## src/rtl/alu_arb_pkg.sv

```systemverilog
// Shared types for the ALU arbiter: the idu1 control bundle, ALU opcodes,
// arbiter state encoding and a helper producing the idle (nop) bundle.
package alu_arb_pkg;

    localparam int XLEN          = 32;
    localparam int ALU_ARB_PORTS = 2;

    typedef enum logic [2:0] {
        ALU_ADD,
        ALU_SUB,
        ALU_AND,
        ALU_OR,
        ALU_XOR
    } alu_op_e;

    typedef struct packed {
        logic            nop;
        alu_op_e         alu_op;
        logic [XLEN-1:0] rs1_val;
        logic [XLEN-1:0] rs2_val;
        logic [4:0]      rd_addr;
        logic            rd_wr_en;
        logic [XLEN-1:0] instr_tag;
    } idu1_out_t;

    typedef enum logic {
        NORM,
        FORCE
    } alu_arb_state_e;

    function automatic idu1_out_t nop_bundle();
        idu1_out_t b;
        b     = '0;
        b.nop = 1'b1;
        return b;
    endfunction

endpackage

```

## src/rtl/alu_arb_own_pipe.sv

```systemverilog
// Result-ownership shift register: tracks {vld, owner} of each issued op
// through the ALU latency; clr kills everything in flight on the next edge.
module alu_arb_own_pipe #(
    parameter int DEPTH = 1
) (
    input  logic clk,
    input  logic rst,
    input  logic clr,
    input  logic in_vld,
    input  logic in_owner,
    output logic out_vld,
    output logic out_owner
);

    logic [DEPTH-1:0] vld_q;
    logic [DEPTH-1:0] vld_d;
    logic [DEPTH-1:0] owner_q;
    logic [DEPTH-1:0] owner_d;

    always_comb begin
        vld_d      = '0;
        owner_d    = '0;
        vld_d[0]   = in_vld;
        owner_d[0] = in_owner;
        for (int i = 1; i < DEPTH; i++) begin
            vld_d[i]   = vld_q[i-1];
            owner_d[i] = owner_q[i-1];
        end
        if (clr) begin
            vld_d = '0;
        end
    end

    always_ff @(posedge clk) begin
        if (rst) begin
            vld_q   <= '0;
            owner_q <= '0;
        end else begin
            vld_q   <= vld_d;
            owner_q <= owner_d;
        end
    end

    assign out_vld   = vld_q[DEPTH-1];
    assign out_owner = owner_q[DEPTH-1];

endmodule

```

## src/rtl/alu_arb.sv

```systemverilog
// Two-port ALU issue arbiter: port 0 priority with a starvation guard for
// port 1, plus result steering. ALU_ARB_PERF_EN adds saturating perf counters.
module alu_arb
    import alu_arb_pkg::*;
#(
    parameter int MAX_WAIT = 4,
    parameter int ALU_LAT  = 1
`ifdef ALU_ARB_PERF_EN
    ,
    parameter int PERF_W   = 32
`endif
) (
    input  logic            clk,
    input  logic            rst,
    input  logic            flush,
    input  logic            req0_valid,
    output logic            req0_ready,
    input  idu1_out_t       req0_ctrl,
    input  logic            req1_valid,
    output logic            req1_ready,
    input  idu1_out_t       req1_ctrl,
    output idu1_out_t       alu_ctrl,
    input  logic [XLEN-1:0] alu_wb_data,
    input  logic [4:0]      alu_wb_rd_addr,
    input  logic            alu_wb_rd_wr_en,
    input  logic [XLEN-1:0] alu_instr_tag,
    output logic            rsp0_valid,
    output logic            rsp1_valid,
    output logic [XLEN-1:0] rsp_data,
    output logic [4:0]      rsp_rd_addr,
    output logic            rsp_wr_en,
    output logic [XLEN-1:0] rsp_tag
`ifdef ALU_ARB_PERF_EN
    ,
    output logic [PERF_W-1:0] perf_grant0,
    output logic [PERF_W-1:0] perf_grant1,
    output logic [PERF_W-1:0] perf_conflict,
    output logic [PERF_W-1:0] perf_force
`endif
);

    localparam logic [3:0] WAIT_LAST = 4'(MAX_WAIT - 1);

    alu_arb_state_e state_q;
    alu_arb_state_e state_d;
    logic [3:0]     wait_cnt_q;
    logic [3:0]     wait_cnt_d;
    logic           kill;
    logic           grant0;
    logic           grant1;
    logic           own_vld;
    logic           own_owner;
    logic           rsp_vld;

    assign kill = rst | flush;

    always_comb begin
        state_d    = state_q;
        wait_cnt_d = wait_cnt_q;
        grant0     = 1'b0;
        grant1     = 1'b0;
        unique case (state_q)
            NORM: begin
                grant0 = req0_valid & ~kill;
                grant1 = req1_valid & ~req0_valid & ~kill;
                if (!req1_valid || grant1) begin
                    wait_cnt_d = '0;
                end else if (wait_cnt_q == WAIT_LAST) begin
                    state_d    = FORCE;
                    wait_cnt_d = '0;
                end else begin
                    wait_cnt_d = wait_cnt_q + 4'd1;
                end
            end
            FORCE: begin
                grant1     = req1_valid & ~kill;
                wait_cnt_d = '0;
                state_d    = NORM;
            end
        endcase
        // flush also cancels a pending forced grant
        if (flush) begin
            state_d    = NORM;
            wait_cnt_d = '0;
        end
    end

    always_ff @(posedge clk) begin
        if (rst) begin
            state_q    <= NORM;
            wait_cnt_q <= '0;
        end else begin
            state_q    <= state_d;
            wait_cnt_q <= wait_cnt_d;
        end
    end

    always_comb begin
        alu_ctrl = nop_bundle();
        unique case (1'b1)
            grant0:  alu_ctrl = req0_ctrl;
            grant1:  alu_ctrl = req1_ctrl;
            default: ;
        endcase
    end

    assign req0_ready = grant0;
    assign req1_ready = grant1;

    alu_arb_own_pipe #(
        .DEPTH(ALU_LAT)
    ) u_own_pipe (
        .clk      (clk),
        .rst      (rst),
        .clr      (flush),
        .in_vld   (grant0 | grant1),
        .in_owner (grant1),
        .out_vld  (own_vld),
        .out_owner(own_owner)
    );

    // a result landing in the flush cycle was issued before the flush
    assign rsp_vld     = own_vld & ~flush;
    assign rsp0_valid  = rsp_vld & ~own_owner;
    assign rsp1_valid  = rsp_vld & own_owner;
    assign rsp_data    = alu_wb_data;
    assign rsp_rd_addr = alu_wb_rd_addr;
    assign rsp_wr_en   = alu_wb_rd_wr_en & rsp_vld;
    assign rsp_tag     = alu_instr_tag;

`ifdef ALU_ARB_PERF_EN
    logic [PERF_W-1:0] pg0_q, pg0_d;
    logic [PERF_W-1:0] pg1_q, pg1_d;
    logic [PERF_W-1:0] pcf_q, pcf_d;
    logic [PERF_W-1:0] pfc_q, pfc_d;

    function automatic logic [PERF_W-1:0] sat_inc(
        input logic [PERF_W-1:0] c,
        input logic              en
    );
        return (en && !(&c)) ? c + PERF_W'(1) : c;
    endfunction

    always_comb begin
        pg0_d = sat_inc(pg0_q, grant0);
        pg1_d = sat_inc(pg1_q, grant1);
        pcf_d = sat_inc(pcf_q, req0_valid & req1_valid);
        pfc_d = sat_inc(pfc_q, (state_q == NORM) && (state_d == FORCE));
    end

    always_ff @(posedge clk) begin
        if (rst) begin
            pg0_q <= '0;
            pg1_q <= '0;
            pcf_q <= '0;
            pfc_q <= '0;
        end else begin
            pg0_q <= pg0_d;
            pg1_q <= pg1_d;
            pcf_q <= pcf_d;
            pfc_q <= pfc_d;
        end
    end

    assign perf_grant0   = pg0_q;
    assign perf_grant1   = pg1_q;
    assign perf_conflict = pcf_q;
    assign perf_force    = pfc_q;
`endif

endmodule

```

## config.mk

```make
export PLATFORM = sky130hd
export DESIGN_NAME = alu_arb
export DESIGN_NICKNAME = d
export VERILOG_FILES = /design/src/rtl/alu_arb_pkg.sv /design/src/rtl/alu_arb_own_pipe.sv /design/src/rtl/alu_arb.sv
export SDC_FILE = /design/constraint.sdc
export NUM_CORES = 1
export LEC_CHECK = 0
export BUFFER_PORTS_ARGS = -buffer_cell sky130_fd_sc_hd__buf_4
export CAP_MARGIN = 5
export CORE_AREA = 2 2 180 182
export CTS_CLUSTER_SIZE = 20
export DETAILED_ROUTE_END_ITERATION = 8
export DIE_AREA = 0 0 182 184
export GPL_ROUTABILITY_DRIVEN = 0
export PLACE_DENSITY = 0.32
export SYNTH_ARGS = -nofsm -noshare
export SYNTH_HDL_FRONTEND = slang
export SYNTH_HIERARCHICAL = 1
export SYNTH_SLANG_ARGS = --single-unit
```

## constraint.sdc

```tcl
create_clock -name clk -period 1.9 [get_ports clk]
set_clock_uncertainty 0.2 [all_clocks]
set_input_delay 0.19 -clock clk [delete_from_list [all_inputs] [get_ports clk]]
set_output_delay 0.19 -clock clk [all_outputs]
set_load 0.01 [all_outputs]
```

==> qor.csv <==
metric;value;unit
status;finished clean;
Seq/Total Area, Yosys;5.224;%
highest-count cells in the layout ignoring fill and taps;buf_4 (346), nand2_1 (106), nand3_1 (105), a21oi_2 (61), a21oi_1 (44);
MaxCap Viol Count;0;
Slowest cell on crit path;dfxtp_2;
CTS Root Cell;clkbuf_16;
worst r2r src;state_q;
CTS tree;done;
HPWL after DPL;13.19;mm
placed cell area;5149;um2
Worst setup SP type;flop;
post-DR wirelength/cell;17.16;um
PortBufs;328;
min-delay src;alu_wb_data[15];
first-pass GRT wire length;24.03;mm
Synth Area in XOR/XNOR;0.3265;%
post-route worst setup slack;2.837;ps
Initial DRT Pass Iterations;4;
# IOs;467;
Ant. Diodes;0;
TritonCTS buffer count;3;
Critical Path RT;1510;ps
clk_lat worst skew;230;ps
CP dominant cell by count;buf_4;
Post-Synthesis Cell Area;2683;um2
VDD IR max;0.0003348;V
via count;4211;
DRC errors left;0;
adder-cell share of the synthesized area;0.4664;%
1st-iter DRT viols;113;
synth warn;6;
post-synth cell types;23;
Max Freq;527.1;MHz
most common cell after layout, fill and taps aside;buf_4;
Simple-Gate Fraction of Synth Area;39.60;%
Clock Sinks;7;
post-synthesis compound-gate area fraction;23.97;%
Final #Nets;1013;
max_slew headroom;74.12;%
crit-path cells;nand2b_4 > buf_4 > buf_12 > buf_4 > nand3_1 > a21oi_2 > buf_4;
FP Rows;65;
initial core utilization;8.545;%
CP Data Arrival Time;1510;ps
Final Setup Violations;0;
CTS clk-pin slew, worst paths;40;ps
Max Slew Vio Count;0;
mux share of post-synthesis cell area;0.4198;%
endpoints failing hold;0;
reg-to-reg endpoint;wait_cnt_q[1];
DP Cell Count;1105;
CP max stage delay;340;ps
layout filler cell count;3628;
via-per-instance ratio;3.740;
WS Path Type;reg -> out;
crit path buf inv count;4;
maximum number of pins on one net before global-route repair;56;
worst slew pin tran;388.1;ps
fin cells;1126;
Hold Crit Depth;0;
worst slack, placed;176.4;ps
GRT Util Overall;9.254;%
FF-to-FF setup slack;300;ps
PD cells;277.9;nW/um2
DRT Wirelength;19.32;mm
Worst Path Max Fanout;6;
Lkg Pwr;2.622;nW
Die H;184;um
H-tree depth;1;
maximum buffer depth of the clock tree;2;
RSZ-0062 raised after global routing;true;
Final Cell Area;5669;um2
CP top delay family;buffers and inverters;
area grow syn2layout;111.3;%
initial antenna violation count;0;
Min Hold Slack;180.0;ps
fin crit share;99.85;%
worst min-delay path category;in -> out;
R2R depth;5;
minimum clock period;1897;ps
remaining global-route overflow;0;
die extent in x;182;um
Setup crit end kind;output port;
core footprint;31390;um2
vias in the first global route;4046;
#FFs+latches synth;7;
DIE AREA;33490;um2
Worst Hold Path EP;rsp_data[15];
Syn Area/Cell;5.744;um2
main combinational cell family by area after synthesis;simple AND/OR/NAND/NOR gates;
Post-Syn Instances;467;
remaining antenna violation count;0;
Synth Net Count;755;
share of cells above drive strength 1;60.77;%
==> what timing repair did <==
item | in CTS | in global routing
gates resized for setup | 10 | 31
endpoints found under the setup margin | 31 | 95
hold buffers | 2 | 0
gates cloned | 3 | 7
setup buffers | 0 | 5
endpoints found under the hold margin | 2 | 0
pin swaps | 1 | 20
==> state kept, by name (all words and copies together) (netlist names) <==
signal,count
wait_cnt_q,4
u_own_pipe/out_owner,1
state_q,1
u_own_pipe/out_vld,1
==> metrics by stage <==
stage / setup TNS (ps) / util (%) / total power (W)
2_1_floorplan: 0 / - / 0.0006565
3_3_place_gp: 0 / 16.40 / 0.001112
3_5_place_dp: 0 / 16.40 / 0.001107
4_1_cts: -206.0 / 17.15 / 0.001513
5_1_grt: -3942 / 18.06 / 0.001687
6_report: 0 / 18.06 / 0.001575
==> routing by layer <==
metal	global-route usage (%)	routed length (um)	vias to the layer above
met3	1.763	1275	44
met1	10.79	7540	1911
met2	16.90	9901	229
met5	0	0	-
met4	3.161	599	0
li1	-	-	2027
==> Yosys cell counts, drive strengths merged <==
library cell / instances / share of area (%)
and3: 1 / 0.23
o21ai: 1 / 0.19
a21oi: 105 / 24
nor2b: 3 / 0.70
xor2: 1 / 0.33
mux2: 1 / 0.42
and3b: 2 / 0.65
nor2: 7 / 0.98
or2: 1 / 0.23
nor3b: 5 / 1.6
nand2b: 1 / 0.23
buf: 104 / 28
nand2: 106 / 15
nor3: 1 / 0.19
dfxtp: 7 / 5.2
nand3: 107 / 20
ha: 1 / 0.47
clkbuf: 13 / 1.8
==> report_power, final <==
part | internal (W) | total, W | switching [W]
Clock | 0.000279 | 0.000354 | 0.0000756
Combinational | 0.000590 | 0.00107 | 0.000480
Sequential | 0.000149 | 0.000150 | 0.000000939
==> cells by family after synthesis <==
kind of cell | count (synthesis)
AOI/OAI and AO/OA | 106
adders and majority gates | 1
buffers and inverters | 117
and+or+nand+nor | 234
muxes | 1
DFF | 7
xor gates and xnor gates | 1
==> cell type report <==
class	instances	area [um2]	share of cell area [%]
clock buffer	4	78.83	1.390
multi-input combinational	343	1882	33.19
sequential	7	141.4	2.494
tap	402	503.0	8.872
timing repair buffer	370	3064	54.05
==> how the worst max path moves through the flow <==
stage	start	endpoint	depth (start not counted)	slack, ps
finish	state_q	alu_ctrl[100]	7	3
CTS	state_q	alu_ctrl[74]	5	-30
detailed placement	state_q	alu_ctrl[17]	6	180
floorplan	state_q	u_own_pipe/out_owner	6	410
global route	state_q	alu_ctrl[12]	7	-80
global placement	state_q	alu_ctrl[88]	6	190
Power figures use the tool's default switching activity.
